$ cat src/rtl/bsw_phase_gen.sv
// Phase sequencer for the bootstrapped sampling switch. Produces non-overlapping
// CK (track) / CKB (hold + bootstrap precharge) phases, enforces a minimum
// precharge time before each track phase, and hands the held sample to the SAR
// logic through a CONV_START / CONV_DONE handshake with timeout.
module bsw_phase_gen #(
  parameter int unsigned TRK_W   = 6,
  parameter int unsigned NOV_CYC = 1,
  parameter int unsigned MIN_PRE = 3,
  parameter int unsigned TMO_CYC = 255
) (
  input  logic             CLK,
  input  logic             RSTN,
  input  logic             EN,
  input  logic             START,
  input  logic             CONT,
  input  logic [TRK_W-1:0] TRK_LEN,
  input  logic             CONV_DONE,
  output logic             CK,
  output logic             CKB,
  output logic             CONV_START,
  output logic             BUSY,
  output logic             TMO
);

  // One shared cycle counter serves dead-time, track length and conversion timeout.
  localparam int unsigned TMO_W = $clog2(TMO_CYC + 2);
  localparam int unsigned NOV_W = $clog2(NOV_CYC + 2);
  localparam int unsigned CW_A  = (TRK_W > TMO_W) ? TRK_W : TMO_W;
  localparam int unsigned CNT_W = (CW_A > NOV_W) ? CW_A : NOV_W;
  localparam int unsigned PRE_W = $clog2(MIN_PRE + 2);

  localparam logic [CNT_W-1:0] NOV_LAST = CNT_W'(NOV_CYC - 1);
  localparam logic [CNT_W-1:0] TMO_LAST = CNT_W'(TMO_CYC - 1);
  localparam logic [PRE_W-1:0] PRE_SAT  = PRE_W'(MIN_PRE);

  localparam logic [2:0] StIdle  = 3'd0;
  localparam logic [2:0] StNov1  = 3'd1;
  localparam logic [2:0] StTrack = 3'd2;
  localparam logic [2:0] StNov2  = 3'd3;
  localparam logic [2:0] StConv  = 3'd4;

  logic [2:0]       state_q, state_d;
  logic [CNT_W-1:0] cnt_q, cnt_d;
  logic [PRE_W-1:0] pre_cnt_q, pre_cnt_d;
  logic [TRK_W-1:0] trk_len_q, trk_len_d;
  logic             start_pend_q, start_pend_d;
  logic             abort_q, abort_d;
  logic             timeout;
  logic             idle_exit;
  logic [CNT_W-1:0] trk_last;

  assign trk_last  = CNT_W'(trk_len_q) - CNT_W'(1);
  assign idle_exit = (state_q == StIdle) && EN && (start_pend_q || START || CONT) &&
                     (pre_cnt_q == PRE_SAT);

  // Next-state decode for the phase sequence.
  always_comb begin
    state_d   = state_q;
    abort_d   = abort_q;
    trk_len_d = trk_len_q;
    timeout   = 1'b0;
    case (state_q)
      StIdle: begin
        if (idle_exit) begin
          state_d   = StNov1;
          trk_len_d = (TRK_LEN == '0) ? TRK_W'(1) : TRK_LEN;
        end
      end
      StNov1: begin
        if (!EN) begin
          state_d = StNov2;
          abort_d = 1'b1;
        end else if (cnt_q == NOV_LAST) begin
          state_d = StTrack;
        end
      end
      StTrack: begin
        if (!EN) begin
          state_d = StNov2;
          abort_d = 1'b1;
        end else if (cnt_q == trk_last) begin
          state_d = StNov2;
        end
      end
      StNov2: begin
        if (cnt_q == NOV_LAST) begin
          state_d = abort_q ? StIdle : StConv;
          abort_d = 1'b0;
        end
      end
      StConv: begin
        // CONV_DONE has priority over an expiring timeout.
        if (CONV_DONE) begin
          state_d = StIdle;
        end else if (cnt_q == TMO_LAST) begin
          state_d = StIdle;
          timeout = 1'b1;
        end
      end
      default: state_d = StIdle;
    endcase
  end

  // Counter, precharge tracking and request latch next-state.
  always_comb begin
    if (state_q == StIdle || state_d != state_q) begin
      cnt_d = '0;
    end else begin
      cnt_d = cnt_q + CNT_W'(1);
    end

    // CKB is high in both IDLE and CONV, so conversion time counts as precharge.
    pre_cnt_d = pre_cnt_q;
    if (state_d == StConv && state_q != StConv) begin
      pre_cnt_d = '0;
    end else if ((state_q == StIdle || state_q == StConv) && pre_cnt_q != PRE_SAT) begin
      pre_cnt_d = pre_cnt_q + PRE_W'(1);
    end

    start_pend_d = start_pend_q;
    if (!EN || idle_exit) begin
      start_pend_d = 1'b0;
    end else if (START) begin
      start_pend_d = 1'b1;
    end
  end

  // State registers.
  always_ff @(posedge CLK or negedge RSTN) begin
    if (!RSTN) begin
      state_q      <= StIdle;
      cnt_q        <= '0;
      pre_cnt_q    <= '0;
      trk_len_q    <= TRK_W'(1);
      start_pend_q <= 1'b0;
      abort_q      <= 1'b0;
    end else begin
      state_q      <= state_d;
      cnt_q        <= cnt_d;
      pre_cnt_q    <= pre_cnt_d;
      trk_len_q    <= trk_len_d;
      start_pend_q <= start_pend_d;
      abort_q      <= abort_d;
    end
  end

  // Registered outputs decoded from the next state so they align with it.
  always_ff @(posedge CLK or negedge RSTN) begin
    if (!RSTN) begin
      CK         <= 1'b0;
      CKB        <= 1'b1;
      CONV_START <= 1'b0;
      BUSY       <= 1'b0;
      TMO        <= 1'b0;
    end else begin
      CK         <= (state_d == StTrack);
      CKB        <= (state_d == StIdle) || (state_d == StConv);
      CONV_START <= (state_d == StConv) && (state_q != StConv);
      BUSY       <= (state_d != StIdle);
      TMO        <= timeout;
    end
  end

endmodule

$ cat config.mk
export PLATFORM = sky130hd
export DESIGN_NAME = bsw_phase_gen
export DESIGN_NICKNAME = d
export VERILOG_FILES = /design/src/rtl/bsw_phase_gen.sv
export SDC_FILE = /design/constraint.sdc
export NUM_CORES = 1
export LEC_CHECK = 0
export ABC_AREA = 1
export CAP_MARGIN = 20
export CORE_UTILIZATION = 60
export CTS_BUF_LIST = sky130_fd_sc_hd__clkbuf_16
export DETAILED_ROUTE_END_ITERATION = 12
export MAX_ROUTING_LAYER = met4
export PLACE_DENSITY = 0.84
export SLEW_MARGIN = 30
export SYNTH_ARGS = -nofsm -noshare
export SYNTH_HDL_FRONTEND = slang
export SYNTH_SLANG_ARGS = --single-unit
export TNS_END_PERCENT = 30
$ cat constraint.sdc
create_clock -name CLK -period 3.35 [get_ports CLK]
set_input_delay 0.67 -clock CLK [delete_from_list [all_inputs] [get_ports CLK]]
set_output_delay 0.67 -clock CLK [all_outputs]
set_load 0.01 [all_outputs]
==> metrics.md, run 1 <==
| Metric | Value |
|---|---|
| Crit path max-delay family | `compound AO/OA/AOI/OAI gates` |
| CP Max Fanout | `14` |
| Leak | `~1.0 nW` |
| # hold bufs at CTS | `0` |
| FMAX | `slightly above 0.4 GHz` |
| Relative slew margins | `40.5%` |
| Data arrival time of the worst path | `2620 ps` |
| Routed WL | `roughly 3400 microns` |
| Max-slew violation count | `0` |
| Power Total | `roughly 1.6 mW` |
| Cell taking the most area after synthesis | `dfrtp_1` |
| Status | `finished clean` |
| Final Skew | `between 2 and 2.5 ps` |
| Sequential fraction of design power | `between 30 and 40%` |
| Max rail drop VDD | `about 0.72 mV` |
| Vias per cell | `between 5 and 6` |
| Vias in the first global route | `1,385` |
| CTS root buf | `clkbuf_16` |
| Most frequent cells in the layout | `51 x nand2_1, 37 x inv_1, 35 x nor2_1` |
| CP cell instances | `clkdlybuf4s50_1 -> o31ai_2 -> nand2_1 -> a21oi_2 -> nand2_2 -> nor2_1 -> nand3_1` |
| Worst slew pin tran | `between 800 and 900 ps` |
| Synth top area share | `roughly 39%` |
| Site row count | `18` |
| Int Power | `roughly 0.95 mW` |
| Layout cells sized above 1 | `about a tenth` |
| Die W | `around 54 microns` |
| Global-route wire length before repair | `~5400 microns` |
| Setup CP Type | `in -> reg` |
| Tcrit/Tclk final | `between 70% and 80%` |
| WP data required | `3490 ps` |
| Antenna viol nets, final | `0` |
| GP Congestion | `approximately 0.91` |
| Switching Share | `between 30% and 40%` |
| Setup TNS | `0 ps` |
| CTS buffer count | `3` |
| Sequential share of the synthesized area | `a little over two fifths` |
| Mean Syn Cell Area | `7.50 sq um` |
| Clock group share of total power | `a little under a quarter` |
| Crit path capture type | `register` |
| WP buf/inv | `1` |
| Dpl cells | `between 200 and 300` |
| Largest cells by area after synthesis | `dfrtp_1 39%, nand2_1 12%, inv_1 8.4%, nor2_1 8.0%, ha_1 4.6%` |
| Warnings from Yosys | `0` |
| Initial DRC count | `28` |
| Starting Density | `64.8%` |
| Routed vias | `about 1,400` |
| Clock latency at the later pin of the worst-skew pair | `260 ps` |
| Area Growth Syn to Fin | `18.6%` |
| Final setup vio count | `0` |
| Final HPWL from detailed placement | `2550 microns` |
| Drt pass-1 iters | `5` |
| H-tree Lvls | `1` |
| Post_cts resized | `0` |
| Post-DR wirelength/cell | `approximately 12 microns` |
| Post-Layout Inst Area | `~2000 sq um` |
| Syn Std Cell Area | `roughly 1600 sq um` |
| Worst path max stage delay | `between 700 and 800 ps` |
| Placed cell areas | `approximately 1900 sq um` |
| Non-filler cells, final | `270` |
| Post-CTS Setup Bufs | `0` |
| I/O pins | `17` |
| Initial antenna violation count | `0` |
| GRT Residual Overflow | `0` |
| Port-buffer cells | `16` |
| Power Density | `approximately 800 nW/um^2` |
| Net Sw Power | `roughly 0.6 mW` |
| Drt drc | `0` |
| Largest net degree at the start of global routing | `29` |
| Total GRT Usage | `26.9%` |
| Die area | `2960 sq um` |
| Final Hold Viols | `0` |
| Count of different cell masters after synthesis | `29` |
| TritonCTS clock tree | `yes` |
| Worst-path clk slew | `roughly 70 ps` |
| Syn Inst Count | `between 200 and 250` |
| Chip Height | `between 50 and 60 microns` |
| CP max-delay cell | `o31ai_2` |
| Worst Hold Slack | `~500 ps` |
| Logic pwr share | `between 40% and 50%` |
| Syn nets | `238` |
| Nets | `259` |
| Number of clock sinks | `28` |
| Core area | `between 2000 and 3000 sq um` |
| Final Critical Period | `between 2000 and 2500 ps` |
| Startpoint Class | `input port` |
| CTS max path bufs | `2` |
| HP Class | `reg -> reg` |
| Diodes inserted | `0` |
| Most common cell after layout, fill and taps aside | `nand2_1` |
| Yosys reg bits | `28` |
| RSZ-0062 raised after global routing | `false` |
| Max Cap Viol | `0` |
kinds of logic (layout without fill, tap and decap cells):
kind of cell / Yosys count / after routing / synth area share [%]
compound gates: 20 / 20 / 8.04
xor+xnor: 7 / 7 / 3.72
fa+ha+maj: 6 / 6 / 4.55
buf+inv: 41 / 61 / 9.33
flops: 28 / 28 / 42.6
simple gates: 118 / 118 / 31.7
power groups by stage:
stage	registers, mW	clock network [mW]	logic (mW)
3_5_place_dp	0.538	0	0.680
4_1_cts	0.532	0.359	0.687
5_1_grt	0.545	0.370	0.785
6_report	0.532	0.355	0.682
2_1_floorplan	0.526	0	0.502
3_3_place_gp	0.531	0	0.651
worst min-delay path: cells and delay by family, from the launching register on:
kind	cells	cell delay, ps
AOI/OAI and AO/OA	1	70
DFF	1	350
buffers and inverters	1	50
registers in the layout, indices dropped and copies added, names as in the netlist:
signal	count
abort_q	1
pre_cnt_q	3
CKB	1
TMO	1
state_q	3
start_pend_q	1
CONV_START	1
CK	1
BUSY	1
cnt_q	9
trk_len_q	6
cells in the mapped netlist, drive strengths merged:
master / instances
nand2: 54
inv: 40
nor2: 37
dfrtp: 26
nand3: 17
a21oi: 9
ha: 6
nor3: 5
xor2: 5
o21ai: 4
dfstp: 2
nand4: 2
nor4: 2
o211ai: 2
xnor2: 2
a211oi: 1
a21boi: 1
a22oi: 1
clkbuf: 1
o211a: 1
o31ai: 1
or2: 1
area by class of cell:
cell class | instances | area (sq um)
Clock buffer | 3 | 75.1
Timing Repair Buffer | 17 | 168
Clock inverter | 1 | 30.0
Tap cell | 30 | 37.5
Multi-Input combinational cell | 151 | 792
Inverter | 40 | 150
Sequential cell | 28 | 703
Fill cell | 198 | 589
final timing paths:
path                       cells past startpoint           end  slack, ps    startpoint
hold reg to reg                                2  pre_cnt_q[2]        500  pre_cnt_q[2]
setup reg to reg                              14      cnt_q[3]       1270  trk_len_q[0]
setup / recovery                               7          BUSY        870         START
max in group asynchronous                      2           CKB       2260          RSTN
min in group asynchronous                      2  trk_len_q[1]        780          RSTN
hold / removal                                 2  pre_cnt_q[2]        500  pre_cnt_q[2]
routing by layer:
layer  global-route usage (%)  up-vias  share of wire [%]
met5                        -        -                  0
met4                     14.1        0                1.8
met3                     3.33        6                2.7
met2                     47.4       24                 49
met1                     29.3      633                 47
li1                         -      723                  -
through the flow:
step / setup slack (ps) / utilization (%)
2_1_floorplan: 1500 / -
3_3_place_gp: 735 / 72.7
3_5_place_dp: 594 / 72.7
4_1_cts: 869 / 76.8
5_1_grt: 714 / 76.8
6_report: 867 / 76.8
Power figures use the tool's default switching activity.
==> run 2, diff against run 1 <==
--- a/config.mk
+++ b/config.mk
@@ -7,11 +7,11 @@
 export LEC_CHECK = 0
 export ABC_AREA = 1
 export CAP_MARGIN = 20
-export CORE_UTILIZATION = 60
+export CORE_UTILIZATION = 50
 export CTS_BUF_LIST = sky130_fd_sc_hd__clkbuf_16
 export DETAILED_ROUTE_END_ITERATION = 12
 export MAX_ROUTING_LAYER = met4
-export PLACE_DENSITY = 0.84
+export PLACE_DENSITY = 0.74
 export SLEW_MARGIN = 30
 export SYNTH_ARGS = -nofsm -noshare
 export SYNTH_HDL_FRONTEND = slang
==> constraint.sdc (replaced) <==
create_clock -name CLK -period 2.23 [get_ports CLK]
set_input_delay 0.446 -clock CLK [delete_from_list [all_inputs] [get_ports CLK]]
set_output_delay 0.446 -clock CLK [all_outputs]
set_load 0.01 [all_outputs]
==> metrics.md, run 2 (same netlist as run 1, synthesis figures left out) <==
| Metric | Value |
|---|---|
| Most frequent cells in the layout | `51 x nand2_1, 37 x inv_1, 35 x nor2_1` |
| Power Density | `1180 nW/um^2` |
| Net Sw Power | `0.919 mW` |
| Post-CTS Setup Bufs | `0` |
| Top reg by flops | `cnt_q` |
| # hold bufs at CTS | `0` |
| CP endpoint | `cnt_q[0]` |
| FMAX | `roughly 0.5 GHz` |
| WP data required | `~2400 ps` |
| Final Critical Period | `~2000 ps` |
| Global-route wire length before repair | `5330 microns` |
| HP Class | `reg -> reg` |
| Setup CP Type | `reg -> reg` |
| CP cell instances | `inv_1 -> ha_1 -> xor2_1 -> nand2_1 -> nor2_1 -> nand2_1 -> inv_1 -> nand2_1 -> nand2_1 -> nand2_1 -> nand2_2 -> nand2_2 -> nand3_4 -> nor2_1` |
| Routed WL | `between 3000 and 4000 microns` |
| Worst path max stage delay | `560 ps` |
| Final HPWL from detailed placement | `roughly 2400 microns` |
| Antenna viol nets, final | `0` |
| Critical R2R Launch | `trk_len_q[0]` |
| Largest net degree at the start of global routing | `29` |
| Drt drc | `0` |
| Layout cells sized above 1 | `about a tenth` |
| Max-slew violation count | `0` |
| Area Growth Syn to Fin | `20.6%` |
| Relative slew margins | `between 60% and 70%` |
| H-tree Lvls | `1` |
| I/O pins | `17` |
| Site row count | `20` |
| TritonCTS clock tree | `yes` |
| Reg2reg path depth | `14` |
| CP Max Fanout | `9` |
| Status | `finished clean` |
| Largest regs | `cnt_q (9), trk_len_q (6)` |
| CP most frequent cell | `nand2_1` |
| GP Congestion | `just over 0.8` |
| Max Cap Viol | `0` |
| Most common cell after layout, fill and taps aside | `nand2_1` |
| Vias in the first global route | `between 1,000 and 1,500` |
| CP max-delay cell | `dfstp_2` |
| Worst slew pin tran | `about 520 ps` |
| Hold Path Origin | `pre_cnt_q[1]` |
| GRT Residual Overflow | `0` |
| Post-DR wirelength/cell | `roughly 11 microns` |
| RSZ-0062 raised after global routing | `false` |
| Startpoint Class | `register` |
| Worst reg2reg setup slack | `roughly 170 ps` |
| Worst-path clk slew | `70 ps` |
| Crit path capture type | `register` |
| Max rail drop VDD | `roughly 0.51 mV` |
| Port-buffer cells | `16` |
| Post_cts resized | `0` |
| Drt pass-1 iters | `4` |
| Data arrival time of the worst path | `between 2000 and 2500 ps` |
| Non-filler cells, final | `286` |
| Tcrit/Tclk final | `between 90% and 100%` |
| Number of clock sinks | `28` |
| Setup TNS | `0 ps` |
| CTS buffer count | `3` |
| Final Hold Viols | `0` |
| Die W | `between 50 and 60 microns` |
| Final Skew | `roughly 3.8 ps` |
| Clock latency at the later pin of the worst-skew pair | `260 ps` |
| Clock group share of total power | `roughly 22%` |
| Vias per cell | `4.84` |
| Initial DRC count | `90` |
| CTS root buf | `clkbuf_16` |
| Sequential fraction of design power | `33.8%` |
| Chip Height | `a little under 60 microns` |
| Diodes inserted | `0` |
| Final setup vio count | `0` |
| Routed vias | `between 1,000 and 1,500` |
| Dpl cells | `282` |
| Die area | `3530 sq um` |
| Switching Share | `roughly two fifths` |
| Leak | `around 1 nW` |
| Logic pwr share | `~44%` |
| Largest register FFs | `9` |
| Int Power | `1.44 mW` |
| Total GRT Usage | `approximately a fifth` |
| Nets | `roughly 260` |
| Initial antenna violation count | `0` |
| Reg-to-reg endpoint | `cnt_q[0]` |
| CTS max path bufs | `2` |
| Starting Density | `53.1%` |
| Worst Setup SP | `trk_len_q[0]` |
| Core area | `3100 sq um` |
| Final core utilization | `between 60 and 70%` |
-- run 2: cell type report --
cell class / count / area [sq um]
fill: 288 / 1110
clock buffer: 3 / 75.1
multi-input combinational: 151 / 792
inverter: 40 / 150
clock inverter: 1 / 30.0
timing repair buffer: 19 / 183
sequential: 28 / 703
tap: 44 / 55.1
-- run 2: metrics by stage --
stage	worst slack, ps	hold slack (ps)	cell area, sq um	power [mW]
detailed placement	241	483	1880	1.83
finish	171	493	1990	2.36
global route	11.0	528	1990	2.54
floorplan	382	150	1650	1.54
global placement	275	462	1880	1.80
CTS	158	500	1990	2.37
-- run 2: critical path, delay by kind of cell (launching register included) --
family | cells | cell delay, ps
buffers and inverters | 2 | 130
adders and majority gates | 1 | 310
xor gates and xnor gates | 1 | 150
DFF | 1 | 560
and+or+nand+nor | 10 | 800
-- run 2: how the worst min path moves through the flow --
stage,endpoint,slack [ps],depth (start not counted)
floorplan,BUSY,150,0
global placement,pre_cnt_q[2],460,2
detailed placement,pre_cnt_q[1],480,2
CTS,pre_cnt_q[1],500,2
global route,pre_cnt_q[1],530,2
finish,pre_cnt_q[1],490,2
-- run 2: routing by layer --
layer	GRT usage (%)	vias up	wire length [microns]	part of all wire (%)
met1	28.9	621	1650	51
met5	-	-	0	0
met2	32.4	30	1470	45
met3	2.62	2	117	3.6
met4	5.10	0	24	0.74
li1	-	731	-	-
-- run 2: power groups by stage --
stage          clock network, mW  registers [mW]  logic (mW)
2_1_floorplan                  0           0.790       0.754
3_3_place_gp                   0           0.799        1.00
3_5_place_dp                   0           0.805        1.02
4_1_cts                    0.534           0.794        1.04
5_1_grt                    0.551           0.815        1.18
6_report                   0.527           0.796        1.03
